## src/rtl/cbfp_frame_ctrl_if.sv

```systemverilog
// Upstream beat handshake into the CBFP frame controller.
// The master drives beats; the slave (controller) returns ready.
interface cbfp_frame_ctrl_if;
   logic s_valid;
   logic s_last;
   logic s_ready;

   modport master (output s_valid, output s_last, input s_ready);
   modport slave  (input s_valid, input s_last, output s_ready);
endinterface

```

## src/rtl/cbfp_frame_ctrl.sv

```systemverilog
// Frame sequencer in front of cbfp_module: accepts a frame of beats, appends zero flush beats,
// then counts returned valid_out beats to close the frame, with sticky length/spurious/timeout flags.
module cbfp_frame_ctrl #(
   parameter int unsigned LANES     = 16,
   parameter int unsigned FRAME_LEN = 512,
   parameter int unsigned FLUSH_CYC = 4,
   parameter int unsigned TIMEOUT   = 64,
   parameter int unsigned CNT_W     = 16
) (
   input  logic                                   clk,
   input  logic                                   rst_n,
   input  logic                                   enable,
   input  logic                                   clr_err,
   cbfp_frame_ctrl_if.slave                       up,
   output logic                                   cbfp_valid_in,
   output logic                                   cbfp_zero,
   input  logic                                   cbfp_valid_out,
   output logic [$clog2(FRAME_LEN / LANES)-1:0]   beat_idx,
   output logic                                   busy,
   output logic                                   done_pulse,
   output logic [CNT_W-1:0]                       frame_cnt,
   output logic [CNT_W-1:0]                       blk_cnt,
   output logic                                   err_len,
   output logic                                   err_spur,
   output logic                                   err_tmo
);

   localparam int unsigned BEATS = FRAME_LEN / LANES;
   localparam int unsigned IDX_W = $clog2(BEATS);
   localparam int unsigned FL_W  = $clog2(FLUSH_CYC + 1);
   localparam int unsigned TMO_W = $clog2(TIMEOUT + 1);
   localparam logic [IDX_W-1:0] LAST_IDX = IDX_W'(BEATS - 1);

   typedef enum logic [1:0] {StIdle, StStream, StFlush, StDrain} state_e;

   state_e           state_q, state_d;
   logic [IDX_W-1:0] beat_q, beat_d;
   logic [IDX_W-1:0] out_q, out_d;
   logic [FL_W-1:0]  flush_q, flush_d;
   logic [TMO_W-1:0] tmo_q, tmo_d;
   logic [CNT_W-1:0] frame_q, frame_d;
   logic [CNT_W-1:0] blk_q, blk_d;
   logic             done_q, done_d;
   logic             err_len_q, err_len_d;
   logic             err_spur_q, err_spur_d;
   logic             err_tmo_q, err_tmo_d;
   logic             acc, len_set, spur_set, tmo_set;

   // rst_n gates ready so the handshake drops the instant reset asserts.
   assign up.s_ready = (state_q == StIdle) ? (enable & rst_n) : (state_q == StStream);
   assign acc        = up.s_valid & up.s_ready;

   always_comb begin
      state_d       = state_q;
      beat_d        = beat_q;
      out_d         = out_q;
      flush_d       = flush_q;
      tmo_d         = tmo_q;
      frame_d       = frame_q;
      blk_d         = blk_q;
      done_d        = 1'b0;
      len_set       = 1'b0;
      spur_set      = 1'b0;
      tmo_set       = 1'b0;
      cbfp_valid_in = 1'b0;
      cbfp_zero     = 1'b0;

      unique case (state_q)
         StIdle, StStream: begin
            cbfp_valid_in = acc;
            if (acc) begin
               len_set = up.s_last ^ (beat_q == LAST_IDX);
               if (beat_q == LAST_IDX) begin
                  beat_d  = '0;
                  flush_d = FL_W'(FLUSH_CYC);
                  state_d = StFlush;
               end else begin
                  beat_d  = beat_q + IDX_W'(1);
                  state_d = StStream;
               end
            end
         end
         StFlush: begin
            cbfp_valid_in = 1'b1;
            cbfp_zero     = 1'b1;
            flush_d       = flush_q - FL_W'(1);
            if (flush_q == FL_W'(1)) begin
               tmo_d   = '0;
               state_d = StDrain;
            end
         end
         StDrain: begin
            if (cbfp_valid_out) begin
               tmo_d = '0;
            end else if (tmo_q == TMO_W'(TIMEOUT - 1)) begin
               tmo_set = 1'b1;
               tmo_d   = '0;
               out_d   = '0;
               state_d = StIdle;
            end else begin
               tmo_d = tmo_q + TMO_W'(1);
            end
         end
         default: state_d = StIdle;
      endcase

      // Returned beats are tracked in every state; a wrap in DRAIN closes the frame.
      if (cbfp_valid_out) begin
         blk_d    = blk_q + CNT_W'(1);
         spur_set = (state_q == StIdle);
         if (out_q == LAST_IDX) begin
            out_d   = '0;
            done_d  = 1'b1;
            frame_d = frame_q + CNT_W'(1);
            if (state_q == StDrain) state_d = StIdle;
         end else begin
            out_d = out_q + IDX_W'(1);
         end
      end

      err_len_d  = (err_len_q  & ~clr_err) | len_set;
      err_spur_d = (err_spur_q & ~clr_err) | spur_set;
      err_tmo_d  = (err_tmo_q  & ~clr_err) | tmo_set;
   end

   always_ff @(posedge clk or negedge rst_n) begin
      if (!rst_n) begin
         state_q    <= StIdle;
         beat_q     <= '0;
         out_q      <= '0;
         flush_q    <= '0;
         tmo_q      <= '0;
         frame_q    <= '0;
         blk_q      <= '0;
         done_q     <= 1'b0;
         err_len_q  <= 1'b0;
         err_spur_q <= 1'b0;
         err_tmo_q  <= 1'b0;
      end else begin
         state_q    <= state_d;
         beat_q     <= beat_d;
         out_q      <= out_d;
         flush_q    <= flush_d;
         tmo_q      <= tmo_d;
         frame_q    <= frame_d;
         blk_q      <= blk_d;
         done_q     <= done_d;
         err_len_q  <= err_len_d;
         err_spur_q <= err_spur_d;
         err_tmo_q  <= err_tmo_d;
      end
   end

   assign beat_idx   = beat_q;
   assign busy       = (state_q != StIdle);
   assign done_pulse = done_q;
   assign frame_cnt  = frame_q;
   assign blk_cnt    = blk_q;
   assign err_len    = err_len_q;
   assign err_spur   = err_spur_q;
   assign err_tmo    = err_tmo_q;

endmodule

```

## src/flat_wrapper.sv

```systemverilog
// flat-port wrapper written by rule: the top's interface ports become plain ports
module cbfp_frame_ctrl_flat 
#(
   parameter int unsigned LANES     = 16,
   parameter int unsigned FRAME_LEN = 512,
   parameter int unsigned FLUSH_CYC = 4,
   parameter int unsigned TIMEOUT   = 64,
   parameter int unsigned CNT_W     = 16
)
  (clk, rst_n, enable, clr_err, cbfp_valid_in, cbfp_zero, cbfp_valid_out, beat_idx, busy, done_pulse, frame_cnt, blk_cnt, err_len, err_spur, err_tmo, up_s_valid, up_s_last, up_s_ready);
  cbfp_frame_ctrl_if up_i ();
  input  logic clk;
  input  logic rst_n;
  input  logic enable;
  input  logic clr_err;
  output logic cbfp_valid_in;
  output logic cbfp_zero;
  input  logic cbfp_valid_out;
  output logic [$clog2(FRAME_LEN / LANES)-1:0] beat_idx;
  output logic busy;
  output logic done_pulse;
  output logic [CNT_W-1:0] frame_cnt;
  output logic [CNT_W-1:0] blk_cnt;
  output logic err_len;
  output logic err_spur;
  output logic err_tmo;
  input wire logic [$bits(up_i.s_valid)-1:0] up_s_valid;
  input wire logic [$bits(up_i.s_last)-1:0] up_s_last;
  output wire logic [$bits(up_i.s_ready)-1:0] up_s_ready;
  assign up_i.s_valid = up_s_valid;
  assign up_i.s_last = up_s_last;
  assign up_s_ready = up_i.s_ready;
  cbfp_frame_ctrl #(.LANES(LANES), .FRAME_LEN(FRAME_LEN), .FLUSH_CYC(FLUSH_CYC), .TIMEOUT(TIMEOUT), .CNT_W(CNT_W)) u_core (.clk(clk), .rst_n(rst_n), .enable(enable), .clr_err(clr_err), .up(up_i), .cbfp_valid_in(cbfp_valid_in), .cbfp_zero(cbfp_zero), .cbfp_valid_out(cbfp_valid_out), .beat_idx(beat_idx), .busy(busy), .done_pulse(done_pulse), .frame_cnt(frame_cnt), .blk_cnt(blk_cnt), .err_len(err_len), .err_spur(err_spur), .err_tmo(err_tmo));
endmodule
```

## config.mk

```make
export PLATFORM = sky130hd
export DESIGN_NAME = cbfp_frame_ctrl_flat
export DESIGN_NICKNAME = d
export VERILOG_FILES = /design/src/rtl/cbfp_frame_ctrl_if.sv /design/src/rtl/cbfp_frame_ctrl.sv /design/src/flat_wrapper.sv
export SDC_FILE = /design/constraint.sdc
export NUM_CORES = 1
export LEC_CHECK = 0
export CORE_ASPECT_RATIO = 1.75
export CORE_MARGIN = 2
export CORE_UTILIZATION = 53
export CTS_BUF_LIST = sky130_fd_sc_hd__clkbuf_4
export DETAILED_ROUTE_END_ITERATION = 16
export HOLD_SLACK_MARGIN = 0.15
export PLACE_DENSITY_LB_ADDON = 0.08
export SYNTH_ARGS = -nofsm -noshare
export SYNTH_HDL_FRONTEND = slang
export SYNTH_SLANG_ARGS = --single-unit
```

## constraint.sdc

```tcl
create_clock -name clk -period 1.91 [get_ports clk]
set_input_delay 0.4775 -clock clk [delete_from_list [all_inputs] [get_ports clk]]
set_output_delay 0.4775 -clock clk [all_outputs]
set_load 0.02 [all_outputs]
```

==> results of run 1 <==
[state kept, by name (all words and copies together), names as in the netlist]
register,cells
u_core.frame_cnt,16
u_core.err_spur,1
u_core.state_q,2
u_core.done_pulse,1
u_core.beat_idx,5
u_core.tmo_q,7
u_core.out_q,5
u_core.err_len,1
u_core.blk_cnt,16
u_core.flush_q,3
u_core.err_tmo,1
[stage by stage]
stage / cell area, um^2 / utilization [%] / hold slack [ns] / setup slack, ns / power, mW
detailed placement: 3420 / 69.4 / 0.409 / -0.471 / 3.37
floorplan: 2690 / - / 0.182 / 0.147 / 2.65
global placement: 3420 / 69.4 / 0.400 / -0.445 / 3.33
finish: 3580 / 72.5 / 0.254 / 0.0548 / 4.26
global route: 3580 / 72.5 / 0.304 / 0.000103 / 4.55
CTS: 3560 / 72.1 / 0.274 / 0.000498 / 4.28
[how the worst max path moves through the flow]
stage | end | slack (ns) | cells after the start
floorplan | u_core.state_q[1] | 0.15 | 7
global placement | cbfp_valid_in | -0.44 | 5
detailed placement | cbfp_valid_in | -0.47 | 5
CTS | cbfp_zero | 0.0005 | 3
global route | u_core.frame_cnt[7] | 0.0001 | 8
finish | beat_idx[4] | 0.05 | 1
[per-layer routing]
layer	track usage (%)	vias to the layer above	part of all wire, %
met3	5.83	14	3.7
met1	25.6	1064	41
li1	-	1050	-
met5	0	-	0
met2	36.7	56	53
met4	11.8	0	2.7
[cell families after synthesis]
logic type	count (synthesis)
flip-flops	58
AO/OA/AOI/OAI	41
XOR/XNOR	34
buffers and inverters	17
multiplexers	4
AND/OR/NAND/NOR	87
adder cells (fa/ha/maj)	9
[repair_timing]
item | in CTS | in global routing
setup buffers | 1 | 1
setup endpoints to repair | 32 | 14
hold endpoints to repair | 2 | 0
pin swaps | 0 | 3
hold buffers | 1 | 0
gates resized for setup | 46 | 13
[layout by cell type, fill, tap and decap left out, types with 3 or more instances in the layout]
cell / netlist / final
dfrtp_1: 58 / 56
dlygate4sd2_1: 0 / 29
buf_4: 1 / 28
xnor2_1: 23 / 23
nand2_1: 22 / 22
nand3_1: 16 / 16
inv_1: 13 / 12
nor2_1: 12 / 12
xor2_1: 11 / 11
o21ai_0: 11 / 11
nand4_1: 10 / 10
clkbuf_4: 0 / 10
clkdlybuf4s50_1: 0 / 10
ha_1: 9 / 7
dlymetal6s2s_1: 0 / 7
and3_1: 6 / 6
a21oi_1: 7 / 6
o22ai_1: 5 / 5
nand2b_1: 4 / 4
o21ai_1: 4 / 4
a31oi_1: 4 / 4
and4_1: 4 / 4
mux2_2: 4 / 4
buf_2: 1 / 4
nor3_1: 3 / 3
a22o_1: 3 / 3
[layout make-up]
cell class / count / area (um^2)
tap: 54 / 67.6
fill: 381 / 1360
multi-input combinational: 175 / 1170
clock inverter: 5 / 80.1
timing repair buffer: 79 / 682
clock buffer: 10 / 75.1
inverter: 13 / 48.8
sequential: 58 / 1450
[report_power, final]
group          leakage, nW  total [mW]  internal (mW)  switching (mW)
clock               0.0785       0.983          0.536           0.446
sequential           0.748        1.80           1.51           0.286
combinational         1.04        1.48          0.693           0.785
==> metrics.cfg, run 1 <==
[status]
status = finished, final reports clean

[logic_synthesis]
synthXorXnorAreaFrac_pct = 11.1
synth_compound_area_share_pct = 9.16
yosys_warnings = 0
synth_top_family_by_area = simple AND/OR/NAND/NOR gates
ys_ff_latch = 58
synth.avg_cell_area_um2 = 10.8
synthMuxAreaShare_pct = 1.67
synth_top_area_share_pct = 53.9
synth_common_cells = 58 x dfrtp_1, 23 x xnor2_1, 22 x nand2_1
synth_top_area_cell = dfrtp_1
ys.flop_type = dfrtp_1
ys_seq_area_share_pct = 53.9
synthTopCellsByArea = dfrtp_1 54%, xnor2_1 7.5%, ha_1 4.2%
yosys.area_share.simple_pct = 17.2
syn_nets = 266
synth_edf_count = 0
async_flop_share_pct = 100
syn_inst = 250
synth.distinct_cells = 38
yosysMostFrequentCell = dfrtp_1
synthAdderAreaFrac_pct = 4.18
syn-cell-area_um2 = 2690

[clocking]
insertion_delay_ns = 0.40
cts_max_level = 3
cts_tree = built
cts_buffers = 9
clockBufferDepth = 2
cts_root_buf = clkbuf_4
clock_sinks = 58
clk_pin_slew_ns = 0.11

[power_and_ir_drop]
p_leak_nw = 1.87
p_per_area_nw_per_um2 = 1190
max-vdd-ir-drop_mv = 1.20

[setup_path]
regToRegStartpoint = u_core.out_q[0]
worst-path-buf-inv = 1
r2r_cells = 7
arrival_ns = 1.38
worstPathCellList = clkdlybuf4s50_1
rrSetupSlack_ns = 0.15
cp-end-kind = output pin
cp_data_required_time_ns = 1.43
max_stage_delay_ns = 0.61
critPathTopFamily = buffers and inverters
path_class = flop to output pin
start_kind = flop
rr_endpoint = u_core.frame_cnt[1]
critPathMaxFanout = 3
slowest_stage = clkdlybuf4s50_1
crit_path_start = u_core.beat_idx[4]

[drt]
vias = 2184
avgViaCountPerCell = 5.54
drtIter0Drc = 55
drc = 0
dr.pass1.iters = 4
post_drt_wl_per_cell_um = 14.5
ant_nets = 0
wirelength_mm = 5.71

[place]
gp_congestion = 0.838
port_buffers = 51
dp.cells = 376
hpwl_mm = 4.04

[final_layout]
fin_cells = 394
area_growth_pct = 33.0
layout-drive-gt1-share_pct = 18.2
antennaDiodeCount = 0
nNetsFinal = 352

[global_routing]
grt_pass1_wl_mm = 9.72
antenna_found_initial = 0
grt_max_degree = 57
first_global_vias = 2170
grt_remaining_overflow = 0
grt_util_all_layers_pct = 22.2

[die]
die_h_um = 98.3
die_area_um2 = 5690
ios = 52
initial_core_util_pct = 54.5
core.rowCount = 34
coreArea_um2 = 4930
die_w_um = 57.9

[timing]
setup_viol = 0
min_period_ns = 1.86
slew_violations = 0
hold_viol_final = 0
setup-tns-final_ns = 0
final.setup_skew_ns = 0.0171
worst_slew_pin_slew_ns = 0.708
timing.fmax_mhz = 539
relSlewSlack_pct = 52.8
finalCritPeriodShare_pct = 97.1
rsz0062_at_grt = no

[min_path]
worstHoldPathType = input port to async pin

[run]
cap_violations = 0

Note: power is estimated with default switching activity, not from simulation.
==> run 2, diff against run 1 <==
--- a/config.mk
+++ b/config.mk
@@ -7,5 +7,7 @@
 export LEC_CHECK = 0
+export CELL_PAD_IN_SITES_DETAIL_PLACEMENT = 0
+export CELL_PAD_IN_SITES_GLOBAL_PLACEMENT = 1
 export CORE_ASPECT_RATIO = 1.75
 export CORE_MARGIN = 2
-export CORE_UTILIZATION = 53
+export CORE_UTILIZATION = 42
 export CTS_BUF_LIST = sky130_fd_sc_hd__clkbuf_4
--- a/constraint.sdc
+++ b/constraint.sdc
@@ -3,2 +3,2 @@
 set_output_delay 0.4775 -clock clk [all_outputs]
-set_load 0.02 [all_outputs]
+set_load 0.05 [all_outputs]
==> run 2 against run 1 <==
Effect of this change: sequential power about the same; sequential share of layout area is 0.79 points higher; via count fell by 1.6%; critical path depth increased by 1; hold slack worse by 0.0012 ns; combinational power rose by 39%; cell area shrank 1.7%; critical path type unchanged.
==> metrics.cfg, run 2 (synthesis results as in run 1) <==
[setup_path]
start_kind = flop
critPathMaxFanout = 6  ; +3
worstPathCellList = or2_2 > buf_4
critPathTopFamily = flip-flops
slowest_stage = dfrtp_2
path_class = flop to output pin
arrival_ns = 1.38  ; about the same
worst-path-buf-inv = 1  ; unchanged
max_stage_delay_ns = 0.46  ; -0.15 ns
cp_data_required_time_ns = 1.43  ; about the same
cp-end-kind = output pin

[drt]
drc = 0  ; unchanged
drtIter0Drc = 139  ; +150%
vias = 2148  ; -1.6%
wirelength_mm = 6.17  ; +8.1%
ant_nets = 0  ; unchanged
avgViaCountPerCell = 5.10  ; -8.0%
dr.pass1.iters = 4  ; unchanged
post_drt_wl_per_cell_um = 14.7  ; +1.1%

[timing]
min_period_ns = 1.86  ; +0.00494 ns
timing.fmax_mhz = 538  ; -0.27%
worst_slew_pin_slew_ns = 0.740  ; +0.0320 ns
slew_violations = 0  ; unchanged
hold_viol_final = 0  ; unchanged
relSlewSlack_pct = 50.7  ; -2.1 points
final.setup_skew_ns = 0.0125  ; -0.00460 ns
finalCritPeriodShare_pct = 97.4  ; +0.26 points
setup_viol = 0  ; unchanged

[place]
hpwl_mm = 4.47  ; +11%
port_buffers = 51  ; unchanged
dpl_cell_area_um2 = 3350  ; -2.0%
gp_congestion = 0.772  ; -7.9%

[power_and_ir_drop]
max-vdd-ir-drop_mv = 0.931  ; -22%
p_per_area_nw_per_um2 = 1300  ; +9.4%
p_leak_nw = 1.72  ; -8.0%
total_power_mw = 4.58  ; +7.5%

[die]
core.rowCount = 38  ; +12%
coreArea_um2 = 6180  ; +25%
ios = 52  ; unchanged
initial_core_util_pct = 43.5  ; -11 points
die_w_um = 64.5  ; +11%
die_area_um2 = 7090  ; +25%
die_h_um = 110  ; +12%

[clocking]
cts_root_buf = clkbuf_4
clockBufferDepth = 2  ; unchanged
cts_buffers = 9  ; unchanged
clk_pin_slew_ns = 0.10  ; about the same
postCtsHoldBufs = 0  ; -1
clock_sinks = 58  ; unchanged
cts_tree = built
insertion_delay_ns = 0.42  ; +0.02 ns
cts_max_level = 3  ; unchanged

[final_layout]
layout-drive-gt1-share_pct = 30.2  ; +12 points
final_common_cell = buf_4
nNetsFinal = 353  ; +0.28%
layout_common_cells = 70 x buf_4, 54 x dfrtp_1, 23 x xnor2_1
post-route-cell-area_um2 = 3520  ; -1.7%
antennaDiodeCount = 0  ; unchanged
area_growth_pct = 30.7

[run]
cap_violations = 0  ; unchanged

[global_routing]
grt_max_degree = 59  ; +3.5%
first_global_vias = 2117  ; -2.4%
grt_pass1_wl_mm = 10.2  ; +5.3%
grt_util_all_layers_pct = 19.5  ; -2.7 points
grt_remaining_overflow = 0  ; unchanged
antenna_found_initial = 0  ; unchanged

[min_path]
worstHoldPathType = input port to async pin

[status]
status = finished, final reports clean

[run 2: changes by cell type in the layout (fill, tap and decap cells not counted), sizes merged]
cell,previous run,this run
buf,32,75
dlygate4sd2,29,1
dlymetal6s2s,7,0
clkdlybuf4s50,10,4
clkinv,1,5
bufinv,2,0
clkinvlp,2,0
dlygate4sd3,1,0
[run 2: through the flow]
stage	TNS (ns)	hold WS, ns	worst slack (ns)	utilization (%)	cells
final	0	0.253	0.0499	56.9	421
after global routing	-0.00389	0.310	-0.00389	56.9	421
after CTS	0	0.263	0.0230	56.5	418
after detailed placement	-0.949	0.465	-0.138	54.3	398
after global placement	-0.485	0.465	-0.0858	54.3	398
after floorplan	0	0.182	0.101	-	250
[run 2: layer usage]
| metal | routed length (um) | track usage (%) |
|---|---|---|
| met1 | 2490 | 21.0 |
| met3 | 199 | 3.89 |
| met4 | 163 | 10.9 |
| met2 | 3330 | 35.0 |
| met5 | 0 | 0 |
[run 2: repair_timing]
item | in CTS | in global routing
pin swaps | 1 | 4
resized for setup | 4 | 2
endpoints found under the setup margin | 4 | 7
buffers inserted | 5 | 3
hold endpoints to repair | 0 | 0
[run 2: where the power goes]
group	internal, mW	total, mW	switching [mW]
Combinational	0.831	2.05	1.22
Sequential	1.51	1.82	0.309
Clock	0.260	0.700	0.440
Total	2.61	4.58	1.97
[run 2: layout make-up]
| class | count | area, um^2 |
|---|---|---|
| clock buffers | 10 | 75.1 |
| clock inverters | 5 | 22.5 |
| fillers | 589 | 2660 |
| inverters | 13 | 48.8 |
| multi-input cells | 175 | 1170 |
| flip-flops and latches | 58 | 1460 |
| well taps | 80 | 100 |
| repair buffers | 80 | 643 |
[run 2: worst register-to-register path, cell delays in order (launching register included)]
cell     delay [ns]
dfrtp_2        0.44
ha_1           0.19
and3_1         0.18
ha_1           0.24
buf_4          0.16
or2_1          0.26
o31ai_1        0.20
[run 2: path summary, 6_finish.rpt]
kind,slack [ns],from,endpoint,cells past startpoint
worst max register to register,0.15,u_core.beat_idx[1],u_core.beat_idx[3],6
worst max-delay path,0.05,u_core.state_q[1],busy,2
worst min register to register,0.48,u_core.frame_cnt[15],u_core.frame_cnt[15],1
max in group asynchronous,1.13,rst_n,u_core.beat_idx[1],2
worst min-delay path,0.25,rst_n,u_core.frame_cnt[4],2
min in group clk,0.48,u_core.frame_cnt[15],u_core.frame_cnt[15],1
==> run 3, diff against run 2 <==
Settings changed: GPL_TIMING_DRIVEN set to 0, SLEW_MARGIN set to 5.
==> run 3 against run 2 <==
Effect of this change: via count decreased by 1.8%; critical path depth increased by 3; clock skew increased by 0.00073 ns; final cell count decreased by 2.9%; maximum frequency decreased by 3.8%; the flow now finishes with violations (negative hold slack, negative setup slack); register-to-register slack got worse by 0.02 ns.
==> metrics.cfg, run 3 (synthesis results as in run 1) <==
[final_layout]
layout_common_cells = 56 x dfrtp_1, 30 x dlygate4sd2_1, 23 x xnor2_1
final_common_cell = dfrtp_1
area_growth_pct = 31.3
fillerInstances = 586  ; -0.51%
antennaDiodeCount = 0  ; unchanged
layout-drive-gt1-share_pct = 18.2  ; -12 points
nNetsFinal = 342  ; -3.1%

[timing]
min_period_ns = 1.93  ; +0.0744 ns
rsz0062_at_grt = yes
final.setup_skew_ns = 0.0132  ; +0.000727 ns
worst_slack_ns = -0.0245  ; -0.0744 ns
finalCritPeriodShare_pct = 101  ; +3.9 points
timing.fmax_mhz = 517  ; -3.8%
whs_ns = -0.0553  ; -0.309 ns
relSlewSlack_pct = 56.2  ; +5.6 points
slew_violations = 0  ; unchanged
hold_viol_final = 58  ; +58
setup_viol = 1  ; +1
worst_slew_pin_slew_ns = 0.652  ; -0.0881 ns

[min_path]
worstHoldPathType = input port to async pin

[setup_path]
arrival_ns = 1.46  ; +0.08 ns
rrSetupSlack_ns = 0.13  ; -0.02 ns
rr_endpoint = u_core.state_q[1]
cp-end-kind = output pin
r2r_cells = 7  ; +1
crit_path_start = u_core.state_q[0]
cp_data_required_time_ns = 1.43  ; about the same
path_class = flop to output pin
critPathMaxFanout = 9  ; +3
start_kind = flop
timing.critical_path.to = cbfp_valid_in
regToRegStartpoint = u_core.beat_idx[0]

[global_routing]
antenna_found_initial = 0  ; unchanged
first_global_vias = 2080  ; -1.7%
grt_remaining_overflow = 0  ; unchanged
grt_pass1_wl_mm = 9.60  ; -6.2%
grt_max_degree = 62  ; +5.1%
grt_util_all_layers_pct = 18.0  ; -1.5 points

[drt]
avgViaCountPerCell = 5.16  ; +1.1%
wirelength_mm = 5.63  ; -8.8%
drtIter0Drc = 69  ; -50%
dr.pass1.iters = 5  ; +1
vias = 2109  ; -1.8%
ant_nets = 0  ; unchanged
post_drt_wl_per_cell_um = 13.8  ; -6.1%
drc = 0  ; unchanged

[clocking]
cts_buffers = 9  ; unchanged
cts_max_level = 3  ; unchanged
cts_tree = built
cts_root_buf = clkbuf_4
insertion_delay_ns = 0.41  ; about the same
clockBufferDepth = 2  ; unchanged
clk_pin_slew_ns = 0.08  ; -0.02 ns
clock_sinks = 58  ; unchanged

[place]
place_ws_ns = -1.05  ; -0.914 ns
gp_congestion = 0.737  ; -4.6%
port_buffers = 51  ; unchanged
hpwl_mm = 3.86  ; -14%

[power_and_ir_drop]
p_leak_nw = 1.75  ; +1.8%
p_per_area_nw_per_um2 = 1260  ; -3.4%
max-vdd-ir-drop_mv = 0.789  ; -15%

[die]
coreArea_um2 = 6180  ; unchanged
initial_core_util_pct = 43.5  ; unchanged
ios = 52  ; unchanged
die_h_um = 110  ; unchanged
die_w_um = 64.5  ; unchanged
core.rowCount = 38  ; unchanged
die_area_um2 = 7090  ; unchanged

[run]
cap_violations = 0  ; unchanged

[status]
violations = negative hold slack, negative setup slack
status = finished, violations left

## run 3: cell count changes in the layout (fill, tap and decap cells not counted), sizes merged
cell and change:
buf -53, dlygate4sd2 +29, clkbuf +8, clkdlybuf4s15 +7
clkinv -3
## run 3: worst min-delay path by stage
stage / end / slack [ns] / depth (start not counted) / from
5_1_grt: u_core.frame_cnt[5] / -0.05 / 1 / rst_n
6_report: u_core.frame_cnt[14] / -0.06 / 1 / rst_n
2_1_floorplan: u_core.beat_idx[0] / 0.18 / 0 / rst_n
4_1_cts: u_core.frame_cnt[7] / -0.02 / 1 / rst_n
3_5_place_dp: u_core.blk_cnt[15] / 0.46 / 1 / u_core.blk_cnt[15]
3_3_place_gp: u_core.blk_cnt[15] / 0.46 / 1 / u_core.blk_cnt[15]
## run 3: routing by layer
| layer | share of wire (%) | up-vias | global-route usage [%] | wire, um |
|---|---|---|---|---|
| met5 | 0 | - | 0 | 0 |
| met1 | 42 | 1027 | 20.6 | 2360 |
| li1 | - | 1028 | - | - |
| met3 | 4.4 | 9 | 3.89 | 250 |
| met4 | 2.1 | 0 | 10.0 | 118 |
| met2 | 52 | 45 | 30.9 | 2910 |
## run 3: area by class of cell
type	count	area (um^2)	area share, %
flip-flops and latches	58	1450	41.1
multi-input cells	175	1220	34.7
repair buffers	65	576	16.3
well taps	80	100	2.83
clock buffers	12	90.1	2.55
inverters	13	48.8	1.38
plain buffers	4	33.8	0.956
clock inverters	2	7.51	0.212
## run 3: stage by stage
stage	power, mW	setup TNS [ns]	cells	utilization, %	area, um^2
after floorplan	3.06	0	250	-	2690
final	4.44	-0.0245	409	57.2	3530
after global routing	4.75	-0.171	409	57.2	3530
after global placement	3.65	-129.27	381	53.5	3300
after CTS	4.40	-0.0762	396	55.3	3420
after detailed placement	3.67	-7.21	381	53.4	3300
## run 3: report_power, final
group | internal [mW] | leakage [nW] | switching (mW)
combinational | 0.740 | 0.942 | 1.21
clock | 0.290 | 0.0583 | 0.409
sequential | 1.51 | 0.748 | 0.284
## run 3: worst max-delay path, cell delays in order, from the launching register on
cell	delay, ns
dfrtp_1	0.40
buf_6	0.14
a21o_1	0.19
nand3_4	0.12
nand2_2	0.06
buf_8	0.15
## run 3: repair_timing
item	CTS	global route
setup endpoints to repair	55	25
setup buffers	1	13
hold endpoints to repair	58	58
pin swaps	3	6
gates resized for setup	86	23
